File: src/rtl/memory_cycle.sv
// memory_cycle: MEM pipeline stage with a word-only data-memory handshake, a
// 16-cycle wait timeout, misalignment detection and the MEM/WB register.
`default_nettype none

module memory_cycle (
  input  logic        clk,
  input  logic        rst,
  input  logic        Reg_WriteM,
  input  logic        Mem_WriteM,
  input  logic        Result_SrcM,
  input  logic [31:0] ALU_ResultM,
  input  logic [31:0] Write_DataM,
  input  logic [31:0] PcPlusM,
  input  logic [4:0]  RDM,
  output logic        dmem_req,
  output logic        dmem_we,
  output logic [31:0] dmem_addr,
  output logic [31:0] dmem_wdata,
  input  logic        dmem_ack,
  input  logic [31:0] dmem_rdata,
  output logic        Stall_M,
  output logic        Reg_WriteW,
  output logic        Result_SrcW,
  output logic [31:0] ALU_ResultW,
  output logic [31:0] ReadDataW,
  output logic [31:0] PcPlusW,
  output logic [4:0]  RDW,
  output logic        Misalign_W,
  output logic        Bus_ErrW
);

  typedef enum logic [0:0] {IDLE = 1'b0, WAIT = 1'b1} state_t;

  localparam logic [3:0] C_CNT_MAX = 4'd15;

  state_t      r_state, w_state_nxt;
  logic [3:0]  r_cnt, w_cnt_nxt;

  logic        r_we, r_reg_write, r_result_src;
  logic [31:0] r_addr, r_wdata, r_pc_plus;
  logic [4:0]  r_rd;

  logic        w_mem_op, w_aligned;
  logic        w_capture, w_complete, w_misalign, w_bus_err;
  logic        w_src_we, w_src_reg_write, w_src_result_src;
  logic [31:0] w_src_alu, w_src_pc;
  logic [4:0]  w_src_rd;

  assign w_mem_op  = Mem_WriteM | Result_SrcM;
  assign w_aligned = (ALU_ResultM[1:0] == 2'b00);

  // A completing access comes from the live EX/MEM inputs in IDLE and from
  // the hold registers once the request has been parked in WAIT.
  assign w_src_we         = (r_state == WAIT) ? r_we         : Mem_WriteM;
  assign w_src_reg_write  = (r_state == WAIT) ? r_reg_write  : Reg_WriteM;
  assign w_src_result_src = (r_state == WAIT) ? r_result_src : Result_SrcM;
  assign w_src_alu        = (r_state == WAIT) ? r_addr       : ALU_ResultM;
  assign w_src_pc         = (r_state == WAIT) ? r_pc_plus    : PcPlusM;
  assign w_src_rd         = (r_state == WAIT) ? r_rd         : RDM;

  always_comb begin
    w_state_nxt = r_state;
    w_cnt_nxt   = r_cnt;
    dmem_req    = 1'b0;
    dmem_we     = Mem_WriteM;
    dmem_addr   = ALU_ResultM;
    dmem_wdata  = Write_DataM;
    Stall_M     = 1'b0;
    w_capture   = 1'b0;
    w_complete  = 1'b0;
    w_misalign  = 1'b0;
    w_bus_err   = 1'b0;

    case (r_state)
      IDLE: begin
        dmem_req = w_mem_op & w_aligned;
        if (w_mem_op && !w_aligned) begin
          w_misalign = 1'b1;
        end else if (w_mem_op && !dmem_ack) begin
          Stall_M     = 1'b1;
          w_capture   = 1'b1;
          w_state_nxt = WAIT;
          w_cnt_nxt   = 4'd0;
        end else begin
          w_complete = 1'b1;
        end
      end
      WAIT: begin
        dmem_req   = 1'b1;
        dmem_we    = r_we;
        dmem_addr  = r_addr;
        dmem_wdata = r_wdata;
        Stall_M    = ~dmem_ack & (r_cnt != C_CNT_MAX);
        // ack wins over timeout when both land on the last wait cycle
        if (dmem_ack) begin
          w_complete  = 1'b1;
          w_state_nxt = IDLE;
        end else if (r_cnt == C_CNT_MAX) begin
          w_bus_err   = 1'b1;
          w_state_nxt = IDLE;
          w_cnt_nxt   = 4'd0;
        end else begin
          w_cnt_nxt = r_cnt + 4'd1;
        end
      end
      default: w_state_nxt = IDLE;
    endcase
  end

  always_ff @(posedge clk) begin
    if (!rst) begin
      r_state      <= IDLE;
      r_cnt        <= 4'd0;
      r_we         <= 1'b0;
      r_reg_write  <= 1'b0;
      r_result_src <= 1'b0;
      r_addr       <= 32'd0;
      r_wdata      <= 32'd0;
      r_pc_plus    <= 32'd0;
      r_rd         <= 5'd0;
      Reg_WriteW   <= 1'b0;
      Result_SrcW  <= 1'b0;
      ALU_ResultW  <= 32'd0;
      ReadDataW    <= 32'd0;
      PcPlusW      <= 32'd0;
      RDW          <= 5'd0;
      Misalign_W   <= 1'b0;
      Bus_ErrW     <= 1'b0;
    end else begin
      r_state <= w_state_nxt;
      r_cnt   <= w_cnt_nxt;
      if (w_capture) begin
        r_we         <= Mem_WriteM;
        r_reg_write  <= Reg_WriteM;
        r_result_src <= Result_SrcM;
        r_addr       <= ALU_ResultM;
        r_wdata      <= Write_DataM;
        r_pc_plus    <= PcPlusM;
        r_rd         <= RDM;
      end
      // Anything other than a completion loads a bubble.
      Reg_WriteW  <= w_complete & w_src_reg_write;
      Result_SrcW <= w_complete & w_src_result_src;
      ALU_ResultW <= w_complete ? w_src_alu : 32'd0;
      ReadDataW   <= (w_complete & w_src_result_src & ~w_src_we) ? dmem_rdata : 32'd0;
      PcPlusW     <= w_complete ? w_src_pc : 32'd0;
      RDW         <= w_complete ? w_src_rd : 5'd0;
      Misalign_W  <= w_misalign;
      Bus_ErrW    <= w_bus_err;
    end
  end

endmodule

`default_nettype wire

File: config.mk
export PLATFORM = sky130hd
export DESIGN_NAME = memory_cycle
export DESIGN_NICKNAME = d
export VERILOG_FILES = /design/src/rtl/memory_cycle.sv
export SDC_FILE = /design/constraint.sdc
export NUM_CORES = 1
export LEC_CHECK = 0
export ABC_AREA = 1
export CAP_MARGIN = 25
export CORE_MARGIN = 2
export CORE_UTILIZATION = 45
export DETAILED_ROUTE_END_ITERATION = 10
export PLACE_DENSITY_LB_ADDON = 0.2
export RECOVER_POWER = 100
export SLEW_MARGIN = 15
export SYNTH_ARGS = -nofsm -noshare
export SYNTH_HDL_FRONTEND = slang
export SYNTH_SLANG_ARGS = --single-unit
File: constraint.sdc
create_clock -name clk -period 2.2 [get_ports clk]
set_clock_uncertainty 0.05 [all_clocks]
set_input_delay 0.33 -clock clk [delete_from_list [all_inputs] [get_ports clk]]
set_output_delay 0.33 -clock clk [all_outputs]
set_load 0.03 [all_outputs]
==> flow_summary.yaml, run 1 <==
yosys:
  syn-instance-count: 1057
  yosys_register_bits: 214
  ys_types: 22
  async_flop_share_pct: 0
  synth_warnings: 0
  synth_top_area_cell: "dfxtp_1"
  synthFlopType: "dfxtp_1"
  synth_area_mm2: 0.00795
  synth_area_leaders: "dfxtp_1 54%, nand2_1 13%, nor2_1 8.7%"
  syn-num-nets: 1197
  synth_commonest_cells: "272 x nand2_1, 214 x dfxtp_1, 185 x nor2_1, 94 x o21ai_0, 83 x a21oi_1"
  synth_edf_count: 0
  avgSynthCellArea_um2: 7.52
  yosysMostFrequentCell: "nand2_1"
  yosysTopAreaCellShare_pct: 53.9
  ys_seq_area_share_pct: 53.9
clock_network:
  cts_tree: "built"
  cts_buffers: 23
  postCtsSetupBuffers: 0
  htree_levels: 1
  clk_pin_slew_ps: 60
  cts_buffer_depth: 3
  clk_latency_ps: 510
  cts.sinks: 214
  cts-root-buf: "clkbuf_16"
final_layout:
  fin_nets: 1489
  n_fill_cell: 1452
  syn_to_final_growth_pct: 51.6
  fin_util_pct: 69.7
  antennaDiodeCount: 0
  drive_gt1_share_pct: 14.5
flow_run:
  maxCapViolCount: 0
placed_design:
  portBuffers: 310
  dpl.hpwl_um: 15200
  gp_congestion: 0.827
critical_path:
  crit_path_start_kind: "flop"
  crit_slowest_cell: "dfxtp_4"
  critPathCaptureType: "output pin"
  rrSetupSlack_ps: 530
  cp_slowest_stage_delay_ps: 400
  critPathMaxFanout: 36
  reg2reg_from: "r_state"
  crit_type: "flop to output pin"
  crit_chain: "buf_16 > nor2_1 > a21oi_1 > inv_1 > buf_4"
  rr_worst_depth: 7
  cp.arrival_ps: 1770
  reg2reg_to: "RDW[4]"
  crit_required_ps: 1820
grt:
  grt_pass1_vias: 6994
  antenna_found_initial: 0
  grt_max_degree: 63
  grt_pass1_wl_um: 35400
  grt_usage_pct: 23.4
  gr-total-overflow: 0
floorplan:
  placementRows: 48
  core_mm2: 0.0173
  io_pins: 311
  dieArea_mm2: 0.0187
  die_w_um: 137
  die_h_um: 137
  start_util_pct: 46.0
detailed_routing:
  vias_per_cell: 4.78
  drcViolationCount: 0
  ant_nets: 0
  wl_per_cell_um: 14.5
  num_vias: 7603
  drt_wl_total_um: 23100
  dr.pass1.iters: 4
  initialDrtViolationCount: 404
power_and_ir_drop:
  p_per_area_mw_per_mm2: 783
  ir_drop_mv: 0.544
  leakage_nw: 5.17
sta:
  finalCriticalPeriod_ps: 2150
  rsz0062_at_grt: "yes"
  worst_pin_slew_ps: 479
  setup_tns_ps: 0
  timing.final.crit_share_pct: 97.8
  final-hold-violation-count: 0
  slew_violations: 0
  slew_headroom_pct: 68.1
  max_freq_ghz: 0.465
  setup_violations: 0
hold_path:
  min_from: "rst"
  hold_depth: 3
  holdPathEnd: "r_wdata[13]"
  hp-class: "input pin to flop"
run_status:
  outcome: "finished clean"
-- metrics by stage --
stage          area (um2)  std cells  hold WS, ps  worst slack, ps  power, mW
3_5_place_dp        11200       1547          391             14.7       5.54
2_1_floorplan        7950       1057          365              618       4.84
4_1_cts             12000       1589          256            -57.4       9.50
6_report            12100       1590          266             48.2       9.44
3_3_place_gp        11200       1547          388             48.9       5.52
5_1_grt             12100       1590          280            -36.7       9.79
-- where the power goes --
part | internal [mW] | switching (mW) | leakage, nW | total (mW)
sequential | 4.01 | 0.0521 | 1.74 | 4.06
clock | 2.46 | 1.53 | 0.393 | 3.99
combinational | 0.616 | 0.771 | 3.03 | 1.39
-- layout by cell type (no fill, tap or decap), types with 2 or more instances in the layout --
cell type / instances
buf_12: 14
o21ai_1: 14
inv_1: 77
nor2_1: 183
o21ai_2: 12
clkinv_2: 3
clkbuf_8: 7
dfxtp_1: 213
clkdlybuf4s50_1: 242
clkbuf_1: 5
buf_4: 48
bufinv_16: 2
buf_2: 23
nand3_1: 8
nor2_2: 20
clkbuf_16: 25
or2_2: 30
buf_16: 3
a21oi_1: 82
nand2_2: 3
nand2_1: 269
o21ai_0: 70
-- worst max-delay path: cells and delay by family (launching register included) --
kind	cells	cell delay, ps
and+or+nand+nor	1	80
AOI/OAI and AO/OA	1	290
buffers and inverters	3	460
DFF	1	400
-- area by class of cell --
type	count	area, um2	share of cell area [%]
sequential	214	4290	35.6
timing repair buffer	333	3330	27.6
multi-input combinational	697	3060	25.4
clock buffer	36	716	5.94
inverter	80	304	2.52
tap	225	282	2.34
clock inverter	5	78.8	0.654
-- sequential cells by signal, summed over array words and instances, names as in the netlist --
register      count
r_result_src      1
r_cnt             4
r_we              1
Misalign_W        1
Result_SrcW       1
ALU_ResultW      32
PcPlusW          32
RDW               5
r_reg_write       1
Reg_WriteW        1
r_rd              5
r_pc_plus        32
r_wdata          32
r_addr           32
Bus_ErrW          1
ReadDataW        32
r_state           1
-- cell families after synthesis --
group | synth area share (%)
buffers and inverters | 8.47
adders and majority gates | 0.157
and+or+nand+nor | 26.2
DFF | 53.9
AOI/OAI and AO/OA | 11.3
-- worst max path at each step --
stage | from | slack [ps] | end | cells past startpoint
after detailed placement | Result_SrcM | 10 | Stall_M | 7
after global routing | r_state | -40 | dmem_addr[11] | 6
after global placement | Result_SrcM | 50 | Stall_M | 7
after CTS | r_state | -60 | dmem_addr[30] | 6
final | r_state | 50 | dmem_addr[0] | 5
after floorplan | r_state | 620 | dmem_wdata[10] | 5
-- routing by layer --
| metal | part of all wire [%] | vias to the layer above | global-route usage, % |
|---|---|---|---|
| met5 | 0 | - | 0 |
| met2 | 49 | 284 | 40.9 |
| met1 | 41 | 3428 | 28.6 |
| li1 | - | 3842 | - |
| met3 | 8.0 | 49 | 5.04 |
| met4 | 2.7 | 0 | 7.45 |
-- what timing repair did --
action,CTS,global route
gates cloned,1,1
gates resized for setup,132,46
hold buffers,0,0
endpoints found under the setup margin,51,26
(Power assumes the default switching activity.)
==> inputs of run 2 (changes only) <==
- ABC_AREA: 1 -> 0
- GPL_ROUTABILITY_DRIVEN: unset -> 0
==> run 2 against run 1 <==
  * Largest cell class unchanged
  * Sequential share of layout area grew 0.38 points
  * Hold slack worse by 110 ps
  * Sequential cell count is the same
  * Area after synthesis increased by 0.68%
==> flow_summary.yaml, run 2 <==
critical_path:
  crit_type: "flop to output pin"
  crit_required_ps: 1820
  critPathCaptureType: "output pin"
  critPathMaxFanout: 19
  crit_path_start_kind: "flop"
  cp.arrival_ps: 1760
yosys:
  yosysMostFrequentCell: "dfxtp_1"
  async_flop_share_pct: 0
  synth_area_mm2: 0.00801
  synth_area_leaders: "dfxtp_1 54%, nand2_1 9.8%, mux2_2 9.1%"
  syn-num-nets: 967
  synth_edf_count: 0
  yosys_register_bits: 214
  syn-instance-count: 827
  yosysTopAreaCellShare_pct: 53.5
  avgSynthCellArea_um2: 9.68
  ys_types: 28
  synth_top_area_cell: "dfxtp_1"
  ys_seq_area_share_pct: 53.5
  synthFlopType: "dfxtp_1"
  synth_commonest_cells: "214 x dfxtp_1, 208 x nand2_1, 65 x mux2_2, 52 x a21boi_1, 50 x a21boi_0"
  synth_warnings: 0
clock_network:
  hold_buffers: 0
  clk_latency_ps: 490
  cts.sinks: 214
  cts_buffer_depth: 3
  htree_levels: 1
  clk_pin_slew_ps: 60
  cts_tree: "built"
  cts-root-buf: "clkbuf_16"
  cts_buffers: 23
sta:
  final-hold-violation-count: 0
  timing.final.crit_share_pct: 97.4
  setup_violations: 0
  slew_headroom_pct: 39.1
  max_freq_ghz: 0.467
  worst_pin_slew_ps: 913
  rsz0062_at_grt: "no"
  finalCriticalPeriod_ps: 2140
  slew_violations: 0
  timing.final.ws_setup_ps: 58.1
detailed_routing:
  vias_per_cell: 4.79
  initialDrtViolationCount: 237
  dr.pass1.iters: 4
  ant_nets: 0
  wl_per_cell_um: 15.7
  drt_wl_total_um: 21500
  num_vias: 6582
  drcViolationCount: 0
flow_run:
  maxCapViolCount: 0
hold_path:
  hp-class: "input pin to flop"
placed_design:
  dpl.hpwl_um: 14900
  dpl_cell_area_mm2: 0.0115
  pre_cts_ws_ps: -2.04
  portBuffers: 310
floorplan:
  io_pins: 311
  die_h_um: 137
  placementRows: 48
  die_w_um: 137
  start_util_pct: 46.1
  core_mm2: 0.0174
  dieArea_mm2: 0.0189
power_and_ir_drop:
  ir_drop_mv: 0.548
  leakage_nw: 4.77
  power_mw: 8.83
  p_per_area_mw_per_mm2: 741
final_layout:
  antennaDiodeCount: 0
  final_common_cell: "dfxtp_1"
  drive_gt1_share_pct: 16.1
  final_cell_mix: "213 x dfxtp_1, 208 x nand2_1, 137 x clkdlybuf4s50_1"
  fin_nets: 1274
  postLayoutCellArea_mm2: 0.0119
  syn_to_final_growth_pct: 49.0
grt:
  grt_usage_pct: 21.9
  grt_pass1_wl_um: 33000
  grt_pass1_vias: 6224
  grt_max_degree: 59
  antenna_found_initial: 0
  gr-total-overflow: 0
run_status:
  outcome: "finished clean"
run 2: cell types whose count changed after synthesis, moves of 34 or more:
cell,before,now
a21boi_0,0,50
a21boi_1,0,52
a21oi_1,83,2
and2_1,0,34
inv_1,78,2
mux2_2,0,65
mux2i_1,0,40
nand2_1,272,208
nor2_1,185,43
nor2b_1,0,34
o21ai_0,94,5
run 2: cell type report:
class                   count  area, um2
clock buffers              35        671
flip-flops and latches    214       4290
repair buffers            340       3170
clock inverters             5       28.8
fillers                  1421       5430
multi-input cells         553       3480
inverters                   2       7.51
well taps                 225        282
run 2: final timing paths:
path,start,end,slack (ps),cells after the start
setup / recovery,r_state,dmem_addr[11],60,3
hold / removal,rst,Bus_ErrW,160,3
setup reg to reg,r_state,r_addr[1],140,5
hold reg to reg,r_addr[27],r_addr[27],410,2
run 2: stage by stage:
step / hold WS (ps) / TNS [ps] / instances / util (%)
6_report: 157 / 0 / 1374 / 68.7
5_1_grt: 170 / 0 / 1374 / 68.7
4_1_cts: 129 / -52.8 / 1374 / 69.2
3_5_place_dp: 391 / -2.13 / 1329 / 66.0
3_3_place_gp: 388 / 0 / 1329 / 66.0
2_1_floorplan: 382 / 0 / 827 / -
run 2: what timing repair did:
action,in CTS,in global routing
setup buffers,5,0
endpoints found under the setup margin,64,11
cloned,0,0
resized for setup,243,21
pin swaps,2,2
run 2: report_power, final:
part / internal [mW] / total (mW) / switching (mW)
Clock: 2.10 / 3.60 / 1.50
Combinational: 0.568 / 1.21 / 0.642
Sequential: 3.99 / 4.03 / 0.0401
run 2: worst max-delay path: stages (launching register included):
cell	delay (ps)
dfxtp_4	380
buf_12	170
mux2_2	360
dlygate4sd2_1	360
run 2: logic make-up after synthesis:
| logic type | after synthesis | share of synthesized area (%) |
|---|---|---|
| and+or+nand+nor | 335 | 18.3 |
| DFF | 214 | 53.5 |
| muxes | 105 | 14.1 |
| buffers and inverters | 60 | 3.42 |
| AOI/OAI and AO/OA | 112 | 10.4 |
| adders and majority gates | 1 | 0.156 |
run 2: layer usage:
layer	track usage, %	up-vias	wire [um]
li1	-	3310	-
met5	0	-	0
met2	37.4	211	10500
met1	27.2	3025	8980
met3	5.85	36	1550
met4	6.24	0	554
==> inputs of run 3 (changes only) <==
- CTS_BUF_LIST: unset -> sky130_fd_sc_hd__clkbuf_16
==> run 3 against run 2 <==
  * Worst setup slack barely moved
  * Die area did not move
  * Core utilization fell by 0.29 points
  * Non-clock buffer count did not move
  * Sequential share of layout area rose by 0.15 points
  * Via count fell by 0.38%
  * Sequential power barely moved
  * Final cell count did not move
  * Routed wire length fell by 0.21%
  * Clock power fell by 6.4%
  * Critical path type unchanged
  * Critical endpoint is now dmem_addr[8]
  * Largest cell class unchanged
==> flow_summary.yaml, run 3 (synthesized netlist as in run 2, its figures left out) <==
detailed_routing:
  wl_per_cell_um: 15.6
  wl_met1_um: 8970
  vias_per_cell: 4.77
  wl_met3_um: 1530
  drt_wl_total_um: 21500
  initialDrtViolationCount: 262
  ant_nets: 0
  top_layer_used: "met4"
  dr.pass1.iters: 4
  num_vias: 6557
  met2_wirelength_um: 10400
  drcViolationCount: 0
clock_network:
  hold_buffers: 0
  cts.sinks: 214
  clk_pin_slew_ps: 60
  cts_buffer_depth: 3
  cts_buffers: 23
  cts_tree: "built"
  htree_levels: 1
  cts-root-buf: "clkbuf_16"
  clk_latency_ps: 490
critical_path:
  crit_start: "r_state"
  critPathMaxFanout: 19
  rrSetupSlack_ps: 140
  cp_slowest_stage_delay_ps: 380
  critPathTopFamily: "buffers and inverters"
  reg2reg_from: "r_state"
  crit_chain: "buf_12 > mux2_2 > dlygate4sd2_1"
  critPathCapture: "dmem_addr[8]"
  critPathCaptureType: "output pin"
  cp.depth: 3
  rr_worst_depth: 5
  crit_path_start_kind: "flop"
  crit_type: "flop to output pin"
  cp.arrival_ps: 1760
  reg2reg_to: "r_addr[1]"
  crit_required_ps: 1820
  critPathBufInv: 2
  crit_slowest_cell: "dfxtp_4"
final_layout:
  antennaDiodeCount: 0
  final_common_cell: "dfxtp_1"
  syn_to_final_growth_pct: 48.4
  drive_gt1_share_pct: 15.6
  final_cell_mix: "213 x dfxtp_1, 208 x nand2_1, 137 x clkdlybuf4s50_1"
  fin_nets: 1274
  fin_util_pct: 68.4
  n_fill_cell: 1428
floorplan:
  core_mm2: 0.0174
  die_w_um: 137
  placementRows: 48
  io_pins: 311
  die_h_um: 137
  dieArea_mm2: 0.0189
  start_util_pct: 46.1
grt:
  grt_pass1_wl_um: 32900
  antenna_found_initial: 0
  grt_usage_pct: 21.9
  grt_max_degree: 59
  grt_pass1_vias: 6217
  gr-total-overflow: 0
sta:
  max_freq_ghz: 0.467
  worst_pin_slew_ps: 911
  rsz0062_at_grt: "no"
  timing.final.crit_share_pct: 97.4
  setup_violations: 0
  finalCriticalPeriod_ps: 2140
  final-hold-violation-count: 0
  setup_tns_ps: 0
  slew_headroom_pct: 39.2
  slew_violations: 0
power_and_ir_drop:
  power.share.sequential_pct: 46.8
  leakage_nw: 4.77
  clockPowerShare_pct: 39.2
  power.internal_mw: 6.44
  power_frac_comb_pct: 14.0
  ir_drop_mv: 0.553
  p_per_area_mw_per_mm2: 725
  power.switching_mw: 2.17
  switching_share_pct: 25.2
flow_run:
  maxCapViolCount: 0
placed_design:
  portBuffers: 310
  dpl.hpwl_um: 14900
hold_path:
  hp-class: "input pin to flop"
  hold_depth: 3
run_status:
  outcome: "finished clean"
==> run 3: cell types whose count changed in the layout (fill, tap and decap cells not counted), sizes merged <==
| cell | change |
|---|---|
| inv | +7 |
| clkdlybuf4s15 | -1 |
| buf | -3 |
| clkinv | +5 |
| dlygate4sd2 | +2 |
| clkbuf | -10 |
==> run 3: layout make-up <==
type	count	area, um2	share of cell area, %
inverters	2	7.51	0.0632
clock buffers	23	576	4.85
repair buffers	340	3170	26.7
well taps	225	282	2.37
flip-flops and latches	214	4290	36.1
clock inverters	17	73.8	0.622
multi-input cells	553	3480	29.3
==> run 3: routing by layer <==
metal | track usage (%) | vias up
li1 | - | 3316
met1 | 27.3 | 2994
met2 | 37.3 | 211
met3 | 5.78 | 36
met4 | 6.24 | 0
met5 | 0 | -
==> run 3: per-stage QoR <==
stage / hold WS [ps] / worst slack, ps / total power [mW] / instance area [um2] / instances
floorplan: 382 / 450 / 4.76 / 8010 / 827
global placement: 388 / 46.7 / 5.41 / 11500 / 1329
finish: 160 / 57.7 / 8.61 / 11900 / 1374
CTS: 127 / -43.8 / 8.76 / 12000 / 1374
detailed placement: 391 / -2.04 / 5.42 / 11500 / 1329
global route: 170 / 0.0818 / 8.95 / 11900 / 1374
==> run 3: worst reg2reg max path, stage by stage (launching register included) <==
cell and delay (ps):
dfxtp_4 360, buf_12 160, o21bai_4 210, or3_1 380, clkbuf_4 430, and3_1 360
==> run 3: worst min path at each step <==
stage,start,end,slack [ps]
detailed placement,r_addr[9],r_addr[9],390
floorplan,r_addr[10],r_addr[10],380
global placement,r_addr[9],r_addr[9],390
global route,rst,Bus_ErrW,170
finish,rst,Bus_ErrW,160
CTS,rst,Bus_ErrW,130
==> run 3: what timing repair did <==
item	CTS	global route
pin swaps	2	2
gates resized for setup	243	16
endpoints found under the hold margin	0	0
buffers inserted	5	0
endpoints found under the setup margin	64	8
==> run 3: power groups by stage <==
stage                     clock (mW)  combinational, mW  sequential (mW)
after CTS                       3.47               1.26             4.03
after detailed placement           0               1.31             4.12
after floorplan                    0              0.533             4.23
after global routing            3.62               1.29             4.04
final                           3.37               1.21             4.03
after global placement             0               1.29             4.12
